==> src/rtl/fifo_rd_stream.sv <==
// Read-side stream consumer for the async FIFO: credit-based pop generation into a
// 3-entry register buffer, presented as valid/ready. Optional read-level logic under RD_LEVEL_EN.
module fifo_rd_stream #(
  parameter int DATASIZE  = 8,
  parameter int ADDRSIZE  = 4,
  parameter int AE_THRESH = 1
) (
  input  logic                rclk,
  input  logic                rrst_n,
  input  logic                rempty,
  input  logic [DATASIZE-1:0] rdata,
  output logic                rinc,
  output logic                m_valid,
  input  logic                m_ready,
  output logic [DATASIZE-1:0] m_data
`ifdef RD_LEVEL_EN
  ,
  input  logic [ADDRSIZE:0]   rq2_wptr,
  input  logic [ADDRSIZE:0]   rptr,
  output logic [ADDRSIZE:0]   rlevel,
  output logic                ralmost_empty
`endif
);

  localparam int DEPTH = 3;

  logic [DATASIZE-1:0] buf_reg [DEPTH];
  logic [1:0]          head_reg;
  logic [1:0]          tail_reg;
  logic [1:0]          cnt_reg;
  logic [1:0]          cnt_next;
  logic                pend_reg;
  logic                accept;
  logic [2:0]          credit_used;

  function automatic logic [1:0] ptr_inc(input logic [1:0] p);
    return (p == 2'd2) ? 2'd0 : p + 2'd1;
  endfunction

  // Credit counts buffered words plus the one still in flight from memory,
  // so rinc never depends on m_ready.
  assign credit_used = {1'b0, cnt_reg} + {2'b00, pend_reg};
  assign rinc        = rrst_n & ~rempty & (credit_used <= 3'd2);
  assign accept      = m_valid & m_ready;
  assign m_valid     = (cnt_reg != 2'd0);
  assign m_data      = buf_reg[head_reg];

  always_comb begin
    cnt_next = cnt_reg;
    case ({pend_reg, accept})
      2'b10:   cnt_next = cnt_reg + 2'd1;
      2'b01:   cnt_next = cnt_reg - 2'd1;
      default: cnt_next = cnt_reg;
    endcase
  end

  always_ff @(posedge rclk or negedge rrst_n) begin
    if (!rrst_n) begin
      pend_reg <= 1'b0;
      head_reg <= 2'd0;
      tail_reg <= 2'd0;
      cnt_reg  <= 2'd0;
    end else begin
      pend_reg <= rinc;
      cnt_reg  <= cnt_next;
      if (pend_reg) tail_reg <= ptr_inc(tail_reg);
      if (accept)   head_reg <= ptr_inc(head_reg);
    end
  end

  for (genvar gi = 0; gi < DEPTH; gi++) begin : g_buf
    localparam logic [1:0] IDX = 2'(gi);
    always_ff @(posedge rclk or negedge rrst_n) begin
      if (!rrst_n)                          buf_reg[gi] <= '0;
      else if (pend_reg && tail_reg == IDX) buf_reg[gi] <= rdata;
    end
  end

  capture_into_full : assert property (@(posedge rclk) disable iff (!rrst_n)
    !(pend_reg && cnt_reg == 2'd3));

`ifdef RD_LEVEL_EN
  localparam logic [ADDRSIZE:0] AE_LIM = AE_THRESH[ADDRSIZE:0];

  logic [ADDRSIZE:0] wbin;
  logic [ADDRSIZE:0] rbin;
  logic [ADDRSIZE:0] level_next;
  logic [ADDRSIZE:0] rlevel_reg;
  logic              ae_reg;

  for (genvar gi = 0; gi <= ADDRSIZE; gi++) begin : g_g2b
    assign wbin[gi] = ^rq2_wptr[ADDRSIZE:gi];
    assign rbin[gi] = ^rptr[ADDRSIZE:gi];
  end

  // Modular subtraction handles pointer wrap; words already buffered are not counted.
  assign level_next = wbin - rbin;

  always_ff @(posedge rclk or negedge rrst_n) begin
    if (!rrst_n) begin
      rlevel_reg <= '0;
      ae_reg     <= 1'b1;
    end else begin
      rlevel_reg <= level_next;
      ae_reg     <= (level_next <= AE_LIM);
    end
  end

  assign rlevel        = rlevel_reg;
  assign ralmost_empty = ae_reg;
`endif

endmodule

==> config.mk <==
export PLATFORM = sky130hd
export DESIGN_NAME = fifo_rd_stream
export DESIGN_NICKNAME = d
export VERILOG_FILES = /design/src/rtl/fifo_rd_stream.sv
export SDC_FILE = /design/constraint.sdc
export NUM_CORES = 1
export LEC_CHECK = 0
export CORE_ASPECT_RATIO = 1.1
export CORE_UTILIZATION = 29
export CTS_CLUSTER_DIAMETER = 50
export DETAILED_ROUTE_END_ITERATION = 7
export HOLD_SLACK_MARGIN = 0.08
export SETUP_SLACK_MARGIN = 0.05
export SYNTH_ARGS = -nofsm -noshare
export SYNTH_HDL_FRONTEND = slang
export SYNTH_SLANG_ARGS = --single-unit
==> constraint.sdc <==
create_clock -name rclk -period 2.05 [get_ports rclk]
set_input_delay 0.205 -clock rclk [delete_from_list [all_inputs] [get_ports rclk]]
set_output_delay 0.205 -clock rclk [all_outputs]
set_load 0.005 [all_outputs]
### Yosys cells after proc, flatten, opt, wreduce, memory -nomap -nowiden

Cells that the tools add are included.

* flip-flop bits (word level): 31
* bits in latches: 0
* bits in writable memories: 0
* memory bits (read-only): 0
* bits of input ports: 12
* output and inout bits: 10
* logic and storage cells: 36
* memories kept: 0

* add/subtract/negate cells: 5
* $mul: 0
* div/mod/pow operators: 0
* $lt $le $gt $ge: 2
* equal/unequal tests: 5
* shifts and indexed selects: 0
* muxes and demuxes: 6
* bitwise gates (word level): 5
* reductions and logical operators: 6

Operators by type and width (count)
* $bmux W8 S2: 1
* $mux W8: 2
* $add A2 B1 Y2 const B: 3
* $eq A2 B2 Y1 const B: 3
* $eq A2 B1 Y1 const B: 2
* $mux W2: 2
* $pmux W2 S2: 1
* $reduce_bool A2 Y1: 2
* $add A2 B1 Y3: 1
* $and A1 B1 Y1: 3
* $ge A3 B3 Y1 const B: 1
* $le A3 B2 Y1 const B: 1
* $logic_and A1 B1 Y1: 3
* $not A2 Y3: 1
* $logic_not A2 Y1: 1
* $sub A2 B1 Y2 const B: 1
* $not A1 Y1: 1

### Depth between registers and ports, before layout

* word-level depth: 4
* mapped depth: 6
* depth with buffers taken out: 6

### Least setup slack after synthesis

Ideal clock, no wire load.

* kind: reg-to-reg
* from: register cnt_reg[0]
* to: register cnt_reg[1]
* library setup time: 80 ps
* data arrival time: 1351 ps
* required time: 1970 ps
* slack: 619 ps
* cell stages (with the launch flop): 6
* path buffers: 0
* period minus slack after synthesis: 1431 ps
* cells stage by stage: dfrtp_1 > o21ai_0 > inv_1 > ha_1 > nor2_1 > xnor2_1

* cells in the longest elaborated chain, start to end: 4
* elaborated cells on any way between the ends: 8
* classes of those cells: 2 x add/sub; 2 x eq/ne; 1 x mux; 1 x bitwise; 2 x reduce/logical

RTL lines
* start: declaration: RTL line 30 `logic [1:0] cnt_reg;`
* start signal: assignment: RTL line 65 `cnt_reg <= cnt_next;`
* $reduce_bool A2 Y1 *: RTL line 45 `assign m_valid = (cnt_reg != 2'd0);`
* $and A1 B1 Y1 *: RTL line 44 `assign accept = m_valid & m_ready;`
* net accept: RTL line 33 `logic accept;`
* $eq A2 B1 Y1 / $eq A2 B2 Y1 (equally long branches): RTL line 50 `case ({pend_reg, accept})`
* $pmux W2 S2 / $reduce_bool A2 Y1 (equally long branches)

Mark *: on every way through the listed nets, which the timed path passes. The rest lies on a longest branch.
A chain may end at the register's enable or synchronous reset.

### Worst setup path after layout

* from: register head_reg[1]
* to: output m_data[1]

* cells in the longest elaborated chain, start to end: 4

RTL lines
* start: declaration: RTL line 28 `logic [1:0] head_reg;`
* start signal: assignment: RTL line 67 `if (accept) head_reg <= ptr_inc(head_reg);`
* $not A2 Y3 (implied by the code): RTL line 46 `assign m_data = buf_reg[head_reg];`
* $bmux W8 S2: RTL line 46
* $mux W8 (implied by the code) (2 in series): RTL line 46
* end: declaration: RTL line 15 `output logic [DATASIZE-1:0] m_data`

No other way between the ends. The select of a mux whose other input is x is not followed.

==> results.sh <==
export IMPL_netlist_instances=110
export IMPL_placed_area_mm2=0.00176
export IMPL_fin_ws_ns=0.170
export IMPL_vias_per_cell=4.73
export IMPL_final_cell_mix="30 x dfrtp_1, 20 x clkdlybuf4s50_1, 17 x mux2_2, 11 x buf_4"
export IMPL_leakagePower_nw=0.849
export IMPL_clkSinkCount=31
export IMPL_fin_tns_setup_ns=0
export IMPL_stdcell_area_mm2=0.00187
export IMPL_initial_core_util_pct=30.5
export IMPL_synth_top_family_by_area="multiplexers"
export IMPL_cts_buffer_depth=2
export IMPL_rsz0062_at_grt="false"
export IMPL_hold_buffers=0
export IMPL_drive_above_1_share_pct=33.6
export IMPL_yosysTopAreaCell="dfrtp_1"
export IMPL_required_ns=1.85
export IMPL_area_growth_pct=29.7
export IMPL_avgSynthCellArea_um2=13.1
export IMPL_setup_viol=0
export IMPL_numPlacedInstances=191
export IMPL_post_route_period_util_pct=91.7
export IMPL_cts_tree="built"
export IMPL_synth_area_leaders="dfrtp_1 54%, mux2_2 13%, mux2_4 8.3%"
export IMPL_synth_seq_cells=31
export IMPL_vias=955
export IMPL_rows=26
export IMPL_cts_buffers=5
export IMPL_r2r_start="cnt_reg[0]"
export IMPL_worstSkewPairLatency_ns=0.28
export IMPL_maxSlewHeadroom_pct=63.6
export IMPL_hold_viol_final=0
export IMPL_cp_max_fo=4
export IMPL_cts_reportedPaths_clkPinSlew_ns=0.06
export IMPL_clockRootBuffer="clkbuf_8"
export IMPL_largest_reg_flops=24
export IMPL_ys_warn_count=0
export IMPL_diodes=0
export IMPL_syn_nets=126
export IMPL_grt_pass1_wl_mm=4.80
export IMPL_htreeDepth=2
export IMPL_fmax_mhz=532
export IMPL_reg2reg_slack_ns=0.37
export IMPL_slew_viol_final=0
export IMPL_hold_class="in2async"
export IMPL_path_class="reg2out"
export IMPL_power_mw=2.86
export IMPL_yosys_area_share_simple_pct=5.82
export IMPL_gp_congestion=0.729
export IMPL_arrival_ns=1.67
export IMPL_drc=0
export IMPL_layout_min_cycle_time_ns=1.88
export IMPL_multi_input_area_um2=627
export IMPL_cap_violations=0
export IMPL_overflow=0
export IMPL_grt_usage_pct=11.8
export IMPL_wire_per_inst_um=13.7
export IMPL_yosysTopAreaCellShare_pct=53.9
export IMPL_hpwlAfterDp_mm=1.96
export IMPL_endpoint_kind="output pin"
export IMPL_ir_drop_mv=0.723
export IMPL_synth_xor_area_share_pct=1.82
export IMPL_die_y_um=75.9
export IMPL_synth_compound_area_share_pct=4.87
export IMPL_fin_skew_ns=0.00288
export IMPL_worst_setup_path_start_kind="flip-flop"
export IMPL_seq_area_um2=777
export IMPL_drt_iter0_drc=7
export IMPL_die_w_um=69.2
export IMPL_io_pins=22
export IMPL_yosys_area_share_adder_pct=3.48
export IMPL_dieArea_mm2=0.00525
export IMPL_antenna_found_initial=0
export IMPL_routed_wl_mm=2.78
export IMPL_synth_distinct_cells=24
export IMPL_tightest_slew_ns=0.546
export IMPL_outcome="complete, no violations"
export IMPL_grt_max_degree=32
export IMPL_timing_critical_path_cells="nor2b_1 -> buf_4 -> nand2_1 -> o21ai_1 -> clkdlybuf4s50_1"
export IMPL_layout_commonest_cell="dfrtp_1"
export IMPL_reg2reg_depth=6
export IMPL_port_buffers=21
export IMPL_fin_nets=161
export IMPL_p_per_area_mw_per_mm2=1530
export IMPL_synth_seq_area_share_pct=53.9
export IMPL_nFillCells=442
export IMPL_stdcell_count=202
export IMPL_grt_pass1_vias=1056
export IMPL_core_mm2=0.00472
export IMPL_first_pass_iters=4
export IMPL_critPathMaxStageDelay_ns=0.52
export IMPL_r2r_end="cnt_reg[1]"
export IMPL_dp_slack_ns=0.131
export IMPL_synth_area_mm2=0.00144
export IMPL_antenna_left=0
export IMPL_synthMuxAreaShare_pct=27.2
export IMPL_slowest_stage="clkdlybuf4s50_1"
==> Yosys cell counts (all sizes together) <==
| master | count |
|---|---|
| nor3b | 1 |
| buf | 3 |
| mux2 | 25 |
| nand2 | 8 |
| dfrtp | 31 |
| nor2b | 1 |
| nor2 | 2 |
| a21oi | 1 |
| a21o | 2 |
| or3 | 1 |
| o21ai | 10 |
| ha | 4 |
| nor3 | 2 |
| or2 | 1 |
| inv | 5 |
| clkbuf | 1 |
| xnor2 | 3 |
| nand3 | 1 |
| mux2i | 8 |
==> timing repair <==
| item | in CTS | in global routing |
|---|---|---|
| resized for setup | 4 | 1 |
| setup endpoints to repair | 5 | 1 |
| buffers inserted | 3 | 0 |
==> metrics by stage <==
stage | hold WS (ns) | util, %
after CTS | 0.419 | 39.6
after floorplan | -0.0906 | -
after detailed placement | 0.495 | 37.2
final | 0.418 | 39.6
after global placement | 0.487 | 37.2
after global routing | 0.436 | 39.6
==> critical path: cells and delay by family (launching register included) <==
family | cells | cell delay (ns)
buf+inv | 2 | 0.68
flops | 1 | 0.42
simple gates | 2 | 0.21
compound gates | 1 | 0.09
==> per-layer routing <==
metal  share of wire (%)  track usage (%)  up-vias
met4                0.47             3.67        0
li1                    -                -      447
met1                  43             14.0      481
met3                 4.3             4.26        2
met5                   0                0        -
met2                  53             19.7       25
==> cell families after synthesis <==
| group | count (synthesis) |
|---|---|
| AO/OA/AOI/OAI | 13 |
| XOR/XNOR | 3 |
| adder cells (fa/ha/maj) | 4 |
| buffers and inverters | 9 |
| flip-flops | 31 |
| multiplexers | 33 |
| AND/OR/NAND/NOR | 17 |
==> power by group <==
group	switching (mW)	internal [mW]	total, mW
Combinational	0.493	0.824	1.32
Sequential	0.170	0.922	1.09
Clock	0.215	0.231	0.447
Total	0.878	1.98	2.86
==> worst max-delay path by stage <==
| stage | startpoint | end | slack [ns] | cells past startpoint |
|---|---|---|---|---|
| after floorplan | cnt_reg[0] | cnt_reg[1] | 0.62 | 5 |
| after global placement | pend_reg | rinc | 0.15 | 6 |
| after detailed placement | pend_reg | rinc | 0.13 | 6 |
| after CTS | head_reg[1] | m_data[1] | 0.12 | 4 |
| after global routing | cnt_reg[0] | rinc | 0.05 | 6 |
| final | head_reg[1] | m_data[1] | 0.17 | 5 |
==> layout make-up <==
class,count,area share [%]
clock inverters,3,0.804
repair buffers,32,15.6
well taps,56,3.75
clock buffers,5,3.68
flip-flops and latches,31,41.6
multi-input cells,70,33.6
inverters,5,1.00
Note: power is estimated with default switching activity, not from simulation.
